==> src/rtl/if_pkg.sv <==
// Shared types and defaults for the IF/ID fetch stage.
package if_pkg;

  localparam logic [31:0] NOP_INSTR_DEFAULT = 32'h0000_0013;
  localparam int          CNT_W_DEFAULT     = 32;

  typedef enum logic [1:0] {
    FS_RUN,
    FS_WAIT,
    FS_ERR
  } fetch_state_t;

endpackage

==> src/rtl/if_perf_counters.sv <==
// Three free-running, enable-driven event counters for the fetch stage.
module if_perf_counters #(
  parameter int CNT_W = 32
) (
  input  logic             clk,
  input  logic             rst,
  input  logic             en_instr,
  input  logic             en_bubble,
  input  logic             en_stall,
  output logic [CNT_W-1:0] cnt_instr,
  output logic [CNT_W-1:0] cnt_bubble,
  output logic [CNT_W-1:0] cnt_stall
);

  logic [CNT_W-1:0] r_cnt_instr;
  logic [CNT_W-1:0] r_cnt_bubble;
  logic [CNT_W-1:0] r_cnt_stall;

  // Counters wrap naturally at 2^CNT_W.
  always_ff @(posedge clk) begin
    if (rst) begin
      r_cnt_instr  <= '0;
      r_cnt_bubble <= '0;
      r_cnt_stall  <= '0;
    end else begin
      if (en_instr)  r_cnt_instr  <= r_cnt_instr  + CNT_W'(1);
      if (en_bubble) r_cnt_bubble <= r_cnt_bubble + CNT_W'(1);
      if (en_stall)  r_cnt_stall  <= r_cnt_stall  + CNT_W'(1);
    end
  end

  assign cnt_instr  = r_cnt_instr;
  assign cnt_bubble = r_cnt_bubble;
  assign cnt_stall  = r_cnt_stall;

endmodule

==> src/rtl/if_id_stage.sv <==
// IF/ID pipeline register with flush/wait bubbles, hazard hold and a fetch watchdog.
// Optional performance counters are built when IF_PERF_CNT_EN is defined.
module if_id_stage
  import if_pkg::*;
#(
  parameter logic [31:0] NOP_INSTR = NOP_INSTR_DEFAULT,
  parameter int          TIMEOUT   = 16
`ifdef IF_PERF_CNT_EN
  ,
  parameter int          CNT_W     = CNT_W_DEFAULT
`endif
) (
  input  logic        clk,
  input  logic        rst,
  input  logic [31:0] pc_f,
  input  logic [31:0] imem_rdata,
  input  logic        imem_valid,
  input  logic        hazard_stall,
  input  logic        branch_taken,
  output logic        fetch_stall,
  output logic [31:0] pc_d,
  output logic [31:0] instr_d,
  output logic        valid_d,
  output logic        fetch_timeout
`ifdef IF_PERF_CNT_EN
  ,
  output logic [CNT_W-1:0] cnt_instr,
  output logic [CNT_W-1:0] cnt_bubble,
  output logic [CNT_W-1:0] cnt_stall
`endif
);

  localparam int WC_W = $clog2(TIMEOUT + 1);

  fetch_state_t    r_state;
  logic [WC_W-1:0] r_wait_cnt;
  logic            r_timeout;
  logic [31:0]     r_pc_d;
  logic [31:0]     r_instr_d;
  logic            r_valid_d;

  logic w_hold;
  logic w_bubble;
  logic w_capture;

  // Once the watchdog has fired, every fetch is treated as wrong-path.
  assign w_hold    = hazard_stall;
  assign w_bubble  = !hazard_stall && (branch_taken || !imem_valid || (r_state == FS_ERR));
  assign w_capture = !hazard_stall && !w_bubble;

  assign fetch_stall = !imem_valid && !rst;

  always_ff @(posedge clk) begin
    if (rst) begin
      r_pc_d    <= '0;
      r_instr_d <= NOP_INSTR;
      r_valid_d <= 1'b0;
    end else if (w_bubble) begin
      r_pc_d    <= pc_f;
      r_instr_d <= NOP_INSTR;
      r_valid_d <= 1'b0;
    end else if (w_capture) begin
      r_pc_d    <= pc_f;
      r_instr_d <= imem_rdata;
      r_valid_d <= 1'b1;
    end
  end

  // Watchdog runs independently of hazard_stall.
  always_ff @(posedge clk) begin
    if (rst) begin
      r_state    <= FS_RUN;
      r_wait_cnt <= '0;
      r_timeout  <= 1'b0;
    end else begin
      case (r_state)
        FS_RUN: begin
          if (!imem_valid) begin
            r_state    <= FS_WAIT;
            r_wait_cnt <= WC_W'(1);
          end
        end
        FS_WAIT: begin
          if (imem_valid) begin
            r_state    <= FS_RUN;
            r_wait_cnt <= '0;
          end else if (r_wait_cnt == WC_W'(TIMEOUT)) begin
            r_state   <= FS_ERR;
            r_timeout <= 1'b1;
          end else begin
            r_wait_cnt <= r_wait_cnt + WC_W'(1);
          end
        end
        default: begin
          r_state <= FS_ERR;
        end
      endcase
    end
  end

  assign pc_d          = r_pc_d;
  assign instr_d       = r_instr_d;
  assign valid_d       = r_valid_d;
  assign fetch_timeout = r_timeout;

`ifdef IF_PERF_CNT_EN
  if_perf_counters #(
    .CNT_W(CNT_W)
  ) u_perf (
    .clk       (clk),
    .rst       (rst),
    .en_instr  (w_capture),
    .en_bubble (w_bubble),
    .en_stall  (w_hold),
    .cnt_instr (cnt_instr),
    .cnt_bubble(cnt_bubble),
    .cnt_stall (cnt_stall)
  );
`else
  logic w_unused_hold;
  assign w_unused_hold = w_hold;
`endif

endmodule

==> config.mk <==
export PLATFORM = sky130hd
export DESIGN_NAME = if_id_stage
export DESIGN_NICKNAME = d
export VERILOG_FILES = /design/src/rtl/if_pkg.sv /design/src/rtl/if_perf_counters.sv /design/src/rtl/if_id_stage.sv
export SDC_FILE = /design/constraint.sdc
export NUM_CORES = 1
export LEC_CHECK = 0
export ABC_CLOCK_PERIOD_IN_PS = 3300
export BUFFER_PORTS_ARGS = -buffer_cell sky130_fd_sc_hd__buf_2
export CORE_MARGIN = 2
export CORE_UTILIZATION = 37
export CTS_BUF_LIST = sky130_fd_sc_hd__clkbuf_16
export DETAILED_ROUTE_END_ITERATION = 16
export PLACE_DENSITY_LB_ADDON = 0.1
export SYNTH_ARGS = -nofsm -noshare
export SYNTH_HDL_FRONTEND = slang
export SYNTH_SLANG_ARGS = --single-unit
==> constraint.sdc <==
create_clock -name clk -period 3.3 [get_ports clk]
set_input_delay 0.165 -clock clk [delete_from_list [all_inputs] [get_ports clk]]
set_output_delay 0.165 -clock clk [all_outputs]
set_load 0.01 [all_outputs]
* Word level (Yosys, flattened, before mapping) *
Cells that the tools add are included.

word-level totals
  register bits after elaboration = 73
  input bits = 69
  output and inout bits = 67
  logic and storage cells = 40

operators by class
  $add $sub $neg = 1
  equality and inequality tests = 6
  multiplexer cells = 10
  bitwise operators = 1
  reductions and logical operators = 16

operators by type and width
  cell                   count
  $mux W32               2
  $mux W5                3
  $pmux W5 S2            1
  $mux W2                3
  $ne A3 B3 Y1 const B   2
  $reduce_and A3 Y1      2
  $add A5 B1 Y5 const B  1
  $eq A5 B5 Y1 const B   1
  $logic_not A1 Y1       4
  $pmux W2 S2            1
  $reduce_bool A2 Y1     2
  $logic_and A1 B1 Y1    3
  $eq A2 B1 Y1 const B   1
  $eq A2 B2 Y1 const B   1
  $logic_not A2 Y1       1
  $logic_or A1 B1 Y1     2
  $ne A2 B2 Y1 const B   1
  $reduce_and A2 Y1      1
  $reduce_or A2 Y1       1
  $not A1 Y1             1

* Depth between registers and ports, before layout *
Gate-level depths: netlist (run 1).

  word-level depth = 8
  depth in mapped cells = 6
  gate-level depth less buffers = 5

* Worst setup path before layout (run 1) *
No wires, ideal clock.

  path kind = reg-to-reg
  start = register r_wait_cnt[0]
  end = register r_wait_cnt[0]
  library setup time = 0.075 ns
  arrival time = 1.347 ns
  required time = 3.225 ns
  path slack = 1.878 ns
  stages on the path, launching flop included = 6
  buffers on the path = 0
  clock period less this slack = 1.422 ns
  cells stage by stage = dfxtp_1 > inv_1 > ha_1 > nor4bb_2 > or4_1 > a31oi_1

between the ends
  longest elaborated chain between the ends = 4
  elaborated cells on any way between the ends = 7
  classes of those cells = add/sub (1); eq/ne (2); mux (3); reduce/logical (1)

RTL lines
  item                    line               source
  start, declared         if_id_stage.sv:36  logic [WC_W-1:0] r_wait_cnt;
  start signal, assigned  if_id_stage.sv:91  r_wait_cnt <= r_wait_cnt + WC_W'(1);
  $add A5 B1 Y5           if_id_stage.sv:91
  $mux W5                 if_id_stage.sv:87  end else if (r_wait_cnt == WC_W'(TIMEOUT)) begin
  $mux W5                 if_id_stage.sv:84  if (imem_valid) begin
  $pmux W5 S2             if_id_stage.sv:76  case (r_state)

Several ways; a longest one is shown, not always the timed one. The select of a mux whose other input is x is not followed.
A chain may end at the register's enable or synchronous reset.

* Worst setup path in the final report (run 1) *
  start = register r_state[1]
  end = register r_valid_d (netlist: valid_d)

between the ends
  longest elaborated chain between the ends = 5
  elaborated cells on any way between the ends = 6
  classes of those cells = eq/ne (1); reduce/logical (5)

RTL lines
  item                     line               source
  start, declared          if_id_stage.sv:35  fetch_state_t r_state;
  start signal, assigned   if_id_stage.sv:72  r_state <= FS_RUN;
  start signal, assigned   if_id_stage.sv:79  r_state <= FS_WAIT;
  start signal, assigned   if_id_stage.sv:85  r_state <= FS_RUN;
  $eq A2 B2 Y1 (*)         if_id_stage.sv:48  assign w_bubble = !hazard_stall && (branch_taken || !imem_valid || (r_state == FS_ERR));
  $logic_or A1 B1 Y1 (*)   if_id_stage.sv:48
  $logic_and A1 B1 Y1 (*)  if_id_stage.sv:48
  $logic_not A1 Y1         if_id_stage.sv:49  assign w_capture = !hazard_stall && !w_bubble;
  $logic_and A1 B1 Y1      if_id_stage.sv:49
  end signal, assigned     if_id_stage.sv:57  r_valid_d <= 1'b0;
  end signal, assigned     if_id_stage.sv:61  r_valid_d <= 1'b0;
  end signal, assigned     if_id_stage.sv:65  r_valid_d <= 1'b1;
  end, declared            if_id_stage.sv:40  logic r_valid_d;

Every way passes the cells marked *; elsewhere a longest branch is shown, timed or not.

==> metrics, run 1 <==
gpl congestion a little over 0.7; total nets after synthesis around 390; Initial Util 37.9%; Finish-stage setup viols 0; CP Launch Type flip-flop; Slew headroom 26.2%; WS Path Type reg2reg; vias per cell 5.17; TritonCTS clock tree done; Antenna Diode Count 0; Starting DRT DRC Count between 100 and 150; R2R Path Start r_state[1]; EDFF count, synth 0; Achievable Freq 513 MHz; sequential cell fraction of total power 44.5%; final worst slack ~1400 ps; pwr dens 500 nW/um^2; initial antenna violation count 0; area grow syn2layout 28.1%; vias in the first global route about 2.7k; Post-synth ARST share 0%; busiest layer in global routing met2; #FFs+latches synth 73; Final Skew 6.12 ps; RSZ-0062 raised after global routing false; Setup Buffers After CTS 0; DRC 0; Psw 505 uW; Worst Tran Pin Value 1110 ps; Clock Tree Buf Depth 2; Die Wd 98.1 um; Hold Fails Final Rpt 0; CP endpoint kind flip-flop; root buf cell clkbuf_16; met3 usage 4.44%; Clk Latency, worst-skew pair 320 ps; core area 8640 sq um; critical path endpoint valid_d; # H-tree levels 3; Final ANT Viol Nets 0; critical-path cell list nand2b_1 -> buf_4 -> a21oi_4 -> nor3_1; register area share after synthesis ~45%; Die Area 9620 sq um; pin count of the biggest net entering global routing 100; TritonCTS Buffers 9; Slew Viols, Final 0; crit share post-route 59.0%; pre-CTS setup slack 1330 ps; status finished clean; clock-pin slew on the worst setup and hold paths 60 ps; P_int 1.59 mW; M1 GR Usage 23.0%; Total Wirelength 8060 um; I/O pin cnt 136; CP required 3470 ps; synth top area cells dfxtp_1 (45%), mux2i_1 (10%), nand4b_1 (8.6%), a211oi_2 (8.0%), o31ai_1 (6.0%); hold buffers post-CTS 0; Post-synth top cells dfxtp_1 (73), nor2_1 (35), mux2i_1 (33); max incr delay on CP 780 ps; maximum vdd drop 0.266 mV; nets 501; min-delay worst type in2reg; Yosys top cell by area dfxtp_1; Final min period 1950 ps; area share of the largest cell type after synthesis 44.6%; Sw Share about 24%; HPWL Detailed between 5000 and 6000 um; drt first pass iters 4; CP max FO 34; Main synth FF type dfxtp_1; IO buf count roughly 140; reg2reg end valid_d; first-pass GRT wire length 13300 um; Die Y roughly 98 um; worst reg-to-reg setup slack 1350 ps; critical path arrival ~2100 ps; Rows 34; DR vias 2803; top-count cell post-synth dfxtp_1; cts repair resizes 0; setup TNS 0 ps; Gate Count Post-Synth 316; Clock Power Share 44.6%; total grt overflow 0; layout cells sized above 1 41.0%; max_cap viols 0; Tot GR Track Use 16.8%; Reg2Reg Depth 4; Worst Setup SP r_state[1]; per-cell routed wire length 14.9 um; slowest CP cell a21oi_4; combinational power share between 10% and 20%; YS warnings 0; Mapped Area approximately 3300 sq um; Design Power 2.10 mW; met2 global-route usage 25.7%; CTS sink cnt 73; Mean Syn Cell Area approximately 10 sq um; synth unique cells 37; P_leak 1.85 nW
[critical path, delay by kind of cell (launching register included)]
kind,cells,cell delay (ps)
AO/OA/AOI/OAI,1,780
flip-flops,1,550
buffers and inverters,1,260
AND/OR/NAND/NOR,2,190
[metrics by stage]
stage	utilization (%)	hold slack [ps]	instance area, sq um	std cells
2_1_floorplan	-	309	3280	316
3_3_place_gp	45.3	392	3910	527
3_5_place_dp	45.3	402	3910	527
4_1_cts	48.6	60.8	4200	542
5_1_grt	48.6	68.5	4200	542
6_report	48.6	70.8	4200	542
[placed cells by master, fill, tap and decap left out, drive strengths merged]
cell	instances
clkbuf	9
and3b	1
a311oi	2
clkinv	2
a2111oi	1
nand3	3
nor4bb	1
nand4bb	1
nand4b	32
nand4	3
nor3	2
or2b	1
nor2	35
dfxtp	73
and2b	2
a21o	1
ha	2
nor4b	1
buf	140
a31oi	1
nand2	10
bufinv	1
nor2b	2
or4	1
nand2b	2
mux2i	33
inv	4
clkinvlp	2
o31ai	26
a41oi	2
a211oi	23
nand3b	1
a21oi	12
nor3b	2
[how the worst min path moves through the flow]
stage	from	endpoint	slack [ps]	cells after the start
after floorplan	pc_f[0]	pc_d[0]	310	2
after global placement	pc_f[29]	pc_d[29]	390	3
after detailed placement	pc_f[1]	pc_d[1]	400	3
after CTS	pc_f[15]	pc_d[15]	60	3
after global routing	pc_f[7]	pc_d[7]	70	3
final	pc_f[15]	pc_d[15]	70	3
[cell families (layout without fill, tap and decap cells)]
group	after synthesis	in the layout	synth area share, %
flip-flops	73	73	44.6
multiplexers	33	33	10.1
AO/OA/AOI/OAI	68	68	18.4
buffers and inverters	40	158	7.03
AND/OR/NAND/NOR	100	100	19.1
adder cells (fa/ha/maj)	2	2	0.764
[state kept, by name, indices dropped and copies added (netlist names)]
register,cells
instr_d,32
pc_d,32
r_wait_cnt,5
r_state,2
fetch_timeout,1
valid_d,1
[per-layer routing]
layer / wire length, um / vias up
met5: 0 / -
met4: 102 / 0
met3: 514 / 10
met2: 3600 / 98
met1: 3840 / 1293
li1: - / 1402
[power by group through the flow]
| stage | Clock [mW] | Sequential [mW] | Combinational [mW] |
|---|---|---|---|
| global route | 1.01 | 0.939 | 0.253 |
| floorplan | 0 | 0.968 | 0.128 |
| finish | 0.936 | 0.934 | 0.229 |
| global placement | 0 | 0.952 | 0.230 |
| detailed placement | 0 | 0.953 | 0.232 |
| CTS | 0.960 | 0.935 | 0.232 |
[final cells by class]
class | instances | area, sq um
repair buffers | 140 | 716
clock buffers | 9 | 225
clock inverters | 6 | 61.3
multi-input cells | 203 | 1590
flip-flops and latches | 73 | 1460
well taps | 108 | 135
fillers | 858 | 4440
inverters | 3 | 11.3
Power figures use the tool's default switching activity.
==> run 2: changes to the inputs <==
- ABC_CLOCK_PERIOD_IN_PS: 3300 -> 1870
- clock period: 3.3 -> 1.87 ns (I/O delays scaled with it)
==> metrics, run 2 (synthesized netlist as in run 1, its figures left out) <==
crit share post-route 82.9% (+24 points); Final ANT Viol Nets 0 (unchanged); Clock Tree Buf Depth 2 (unchanged); max_cap viols 0 (unchanged); vias per cell 5.14 (-0.53%); layout cells sized above 1 41.0% (about the same); Clk Latency, worst-skew pair 320 ps (about the same); combinational power share 11.9% (+1.0 points); Sw Share 24.3% (+0.24 points); Final Skew 4.36 ps (-1.76 ps); cts repair resizes 0 (unchanged); Hold Fails Final Rpt 0 (unchanged); WS Path Type reg2reg; Die Wd 98.1 um (unchanged); vias in the first global route 2896 (+6.5%); CTS sink cnt 73 (unchanged); total grt overflow 0 (unchanged); Total Wirelength 8300 um (+3.0%); Slew Viols, Final 0 (unchanged); Die Area 9620 sq um (unchanged); # H-tree levels 3 (unchanged); first-pass GRT wire length 13700 um (+3.3%); pin count of the biggest net entering global routing 62 (-38%); commonest non-fill, non-tap cell in the layout buf_2; fill count 817 (-4.8%); sequential cell fraction of total power 43.5% (-1.0 points); Clock Power Share 44.5% (about the same); most frequent cells in the layout buf_2 (134), dfxtp_1 (73), nor2_1 (35), mux2i_1 (33), nand4b_1 (32); Initial Util 37.9% (unchanged); Finish-stage setup viols 0 (unchanged); pwr dens 846 nW/um^2 (+69%); critical path arrival 1800 ps (-320 ps); maximum vdd drop 0.380 mV (+43%); Worst Tran Pin Value 660 ps (-448 ps); gpl congestion 0.748 (+5.3%); P_leak 1.98 nW (+7.3%); TritonCTS Buffers 9 (unchanged); CP max FO 7 (-79%); CP Launch Type flip-flop; min-delay worst type in2reg; Antenna Diode Count 0 (unchanged); Rows 34 (unchanged); CP required 2120 ps (-1350 ps); HPWL Detailed 5430 um (+2.8%); drt first pass iters 4 (unchanged); Slew headroom 56.0% (+30 points); I/O pin cnt 136 (unchanged); RSZ-0062 raised after global routing false; Achievable Freq 645 MHz (+26%); root buf cell clkbuf_16; clock-pin slew on the worst setup and hold paths 60 ps (about the same); CP endpoint kind flip-flop; Starting DRT DRC Count 96 (-20%); IO buf count 135 (unchanged); P_int 2.87 mW (+80%); nets 527 (+5.2%); DRC 0 (unchanged); core area 8640 sq um (unchanged); setup TNS 0 ps (unchanged); Design Power 3.79 mW (+81%); Die Y 98.1 um (unchanged); per-cell routed wire length 14.6 um (-1.8%); initial antenna violation count 0 (unchanged); Psw 921 uW (+82%); TritonCTS clock tree done; area grow syn2layout 36.8%; status finished clean; Final min period 1550 ps (-398 ps); Tot GR Track Use 17.2% (+0.32 points); DR vias 2927 (+4.4%)
[run 2: changes by cell type in the layout (fill, tap and decap cells not counted), sizes merged]
cell / before / now
buf: 140 / 149
dlygate4sd3: 0 / 17
inv: 4 / 5
[run 2: worst max-delay path, cell delays in order (launching register included)]
cell and delay, ps:
dfxtp_1 440, inv_1 70, ha_1 210, nor4bb_2 200, or4_1 400, a31oi_1 160
[run 2: metrics by stage]
stage	area, sq um	std cells	hold WS, ps	util (%)	setup WS [ps]
detailed placement	4020	536	331	46.5	331
finish	4480	569	9.95	51.9	320
floorplan	3280	316	237	-	448
CTS	4480	569	0.750	51.9	318
global route	4480	569	9.93	51.9	224
global placement	4020	536	324	46.5	382
[run 2: power by group through the flow]
stage	registers (mW)	logic, mW	clock network, mW
floorplan	1.71	0.226	0
global placement	1.68	0.425	0
detailed placement	1.68	0.429	0
CTS	1.65	0.457	1.74
global route	1.66	0.498	1.80
finish	1.65	0.453	1.69
[run 2: cell type report]
type	count	area [sq um]	area share [%]
Timing Repair Buffer	166	991	22.1
Clock buffer	9	225	5.03
Sequential cell	73	1460	32.6
Multi-Input combinational cell	203	1590	35.4
Inverter	3	11.3	0.251
Tap cell	108	135	3.02
Clock inverter	7	71.3	1.59
[run 2: final timing paths]
path / startpoint / to / slack, ps / cells after the start
worst max-delay path: r_wait_cnt[0] / r_wait_cnt[0] / 320 / 5
worst min-delay path: pc_f[20] / pc_d[20] / 10 / 3
worst max register to register: r_wait_cnt[0] / r_wait_cnt[0] / 320 / 5
worst min register to register: instr_d[14] / instr_d[14] / 450 / 2
[run 2: what timing repair did]
item | 4_1_cts | 5_1_grt
buffers inserted | 0 | 0
hold buffers | 17 | 0
hold endpoints to repair | 17 | 0
[run 2: layer usage]
layer / vias to the layer above / track usage [%] / wire length [um]
li1: 1450 / - / -
met1: 1384 / 22.5 / 3790
met2: 87 / 27.4 / 3940
met3: 6 / 4.37 / 485
met4: 0 / 6.30 / 88
met5: - / 0 / 0
==> run 3: changes to the inputs <==
- ABC_CLOCK_PERIOD_IN_PS: 1870 -> 1500
- clock period: 1.87 -> 1.5 ns (I/O delays scaled with it)
==> metrics, run 3 (synthesized netlist as in run 1, its figures left out) <==
# H-tree levels 3 (unchanged); slowest CP cell or4_1; Starting DRT DRC Count 96 (unchanged); clock-pin slew on the worst setup and hold paths 60 ps (about the same); final worst slack 118 ps (-202 ps); setup TNS 0 ps (unchanged); Tot GR Track Use 17.5% (+0.31 points); critical path arrival 1640 ps (-160 ps); initial antenna violation count 0 (unchanged); Total Wirelength 8430 um (+1.6%); Hold Crit Start pc_f[8]; CP endpoint kind flip-flop; area grow syn2layout 42.3%; HPWL Detailed 5480 um (+0.85%); failing checks hold timing; Die Area 9620 sq um (unchanged); status finished with violations; most frequent cells in the layout buf_2 (134), dfxtp_1 (70), nor2_1 (35), mux2i_1 (33), nand4b_1 (32); crit share post-route 92.1% (+9.3 points); pin count of the biggest net entering global routing 49 (-21%); CTS sink cnt 73 (unchanged); Hold Worst Slack -0.879 ps (-10.8 ps); CP max FO 2 (-5); CP Launch Type flip-flop; R2R Path Start r_wait_cnt[0]; Finish-stage setup viols 0 (unchanged); TritonCTS clock tree done; Hold Fails Final Rpt 1 (+1); Antenna Diode Count 0 (unchanged); worst reg-to-reg setup slack 120 ps (-200 ps); Worst Setup SP r_wait_cnt[0]; Clock Tree Buf Depth 2 (unchanged); maximum vdd drop 0.652 mV (+72%); Die Y 98.1 um (unchanged); pre-CTS setup slack 56.0 ps (-275 ps); TritonCTS Buffers 9 (unchanged); Slew Viols, Final 0 (unchanged); vias in the first global route 2892 (-0.14%); core area 8640 sq um (unchanged); DRC 0 (unchanged); Die Wd 98.1 um (unchanged); gpl congestion 0.729 (-2.4%); Worst Tran Pin Value 493 ps (-167 ps); drt first pass iters 4 (unchanged); IO buf count 135 (unchanged); RSZ-0062 raised after global routing false; nets 543 (+3.0%); vias per cell 5.07 (-1.4%); CP required 1760 ps (-360 ps); Final ANT Viol Nets 0 (unchanged); WS Path Type reg2reg; Slew headroom 67.2% (+11 points); DR vias 2966 (+1.3%); Final Skew 3.83 ps (-0.529 ps); Setup Buffers After CTS 0 (unchanged); Clk Latency, worst-skew pair 330 ps (about the same); P_leak 2.06 nW (+3.9%); I/O pin cnt 136 (unchanged); commonest non-fill, non-tap cell in the layout buf_2; total grt overflow 0 (unchanged); family with the most delay on the worst path simple AND/OR/NAND/NOR gates; pwr dens 1010 nW/um^2 (+20%); Final min period 1380 ps (-168 ps); Worst Path Buf+Inv 1 (unchanged); first-pass GRT wire length 13900 um (+1.3%); Achievable Freq 723 MHz (+12%); max incr delay on CP 400 ps (-40 ps); min-delay worst type in2reg; Rows 34 (unchanged); Initial Util 37.9% (unchanged); max_cap viols 0 (unchanged); critical-path cell list inv_1 -> ha_1 -> nor4bb_2 -> or4_1 -> a31oi_1; layout cells sized above 1 41.3% (+0.30 points); per-cell routed wire length 14.4 um (-1.2%); root buf cell clkbuf_16
## run 3: cell count changes in the layout (fill, tap and decap cells not counted), sizes merged
cell	delta
clkinvlp	-1
clkinv	+3
inv	-2
dlygate4sd3	+13
buf	+3
## run 3: final cells by class
type                            instances  area (sq um)
Clock inverter                          7          61.3
Clock buffer                            9           225
Multi-Input combinational cell        203          1600
Tap cell                              108           135
Timing Repair Buffer                  182          1170
Inverter                                3          11.3
Fill cell                             768          3970
Sequential cell                        73          1470
## run 3: final timing paths
| check | endpoint | cells past startpoint |
|---|---|---|
| worst min-delay path | pc_d[8] | 3 |
| worst max register to register | r_wait_cnt[0] | 5 |
| worst max-delay path | r_wait_cnt[0] | 5 |
| worst min register to register | instr_d[2] | 2 |
## run 3: worst min-delay path, stage by stage
cell	delay, ps
buf_2	70
mux2i_1	50
nor2_1	90
## run 3: what timing repair did
action / CTS / global route
resized for setup: 0 / 6
hold buffers: 30 / 0
endpoints found under the setup margin: 0 / 8
endpoints found under the hold margin: 30 / 0
## run 3: where the power goes
part | switching, mW | leakage (nW) | total [mW] | internal [mW]
Combinational | 0.297 | 1.32 | 0.603 | 0.306
Sequential | 0.0390 | 0.598 | 2.05 | 2.02
Clock | 0.803 | 0.142 | 2.07 | 1.27
## run 3: stage by stage
stage | hold WS [ps] | util, % | area [sq um] | power [mW] | cells
CTS | 1.64 | 53.8 | 4650 | 4.77 | 585
detailed placement | 312 | 47.0 | 4060 | 2.64 | 539
global placement | 304 | 47.0 | 4060 | 2.63 | 539
global route | 29.2 | 54.0 | 4660 | 4.94 | 585
finish | -0.879 | 54.0 | 4660 | 4.73 | 585
floorplan | 219 | - | 3280 | 2.41 | 316
## run 3: per-layer routing
layer / track usage, % / part of all wire (%) / routed length (um)
met1: 22.5 / 45 / 3830
met2: 27.6 / 46 / 3870
met3: 5.23 / 7.0 / 587
met4: 6.62 / 1.7 / 144
met5: 0 / 0 / 0
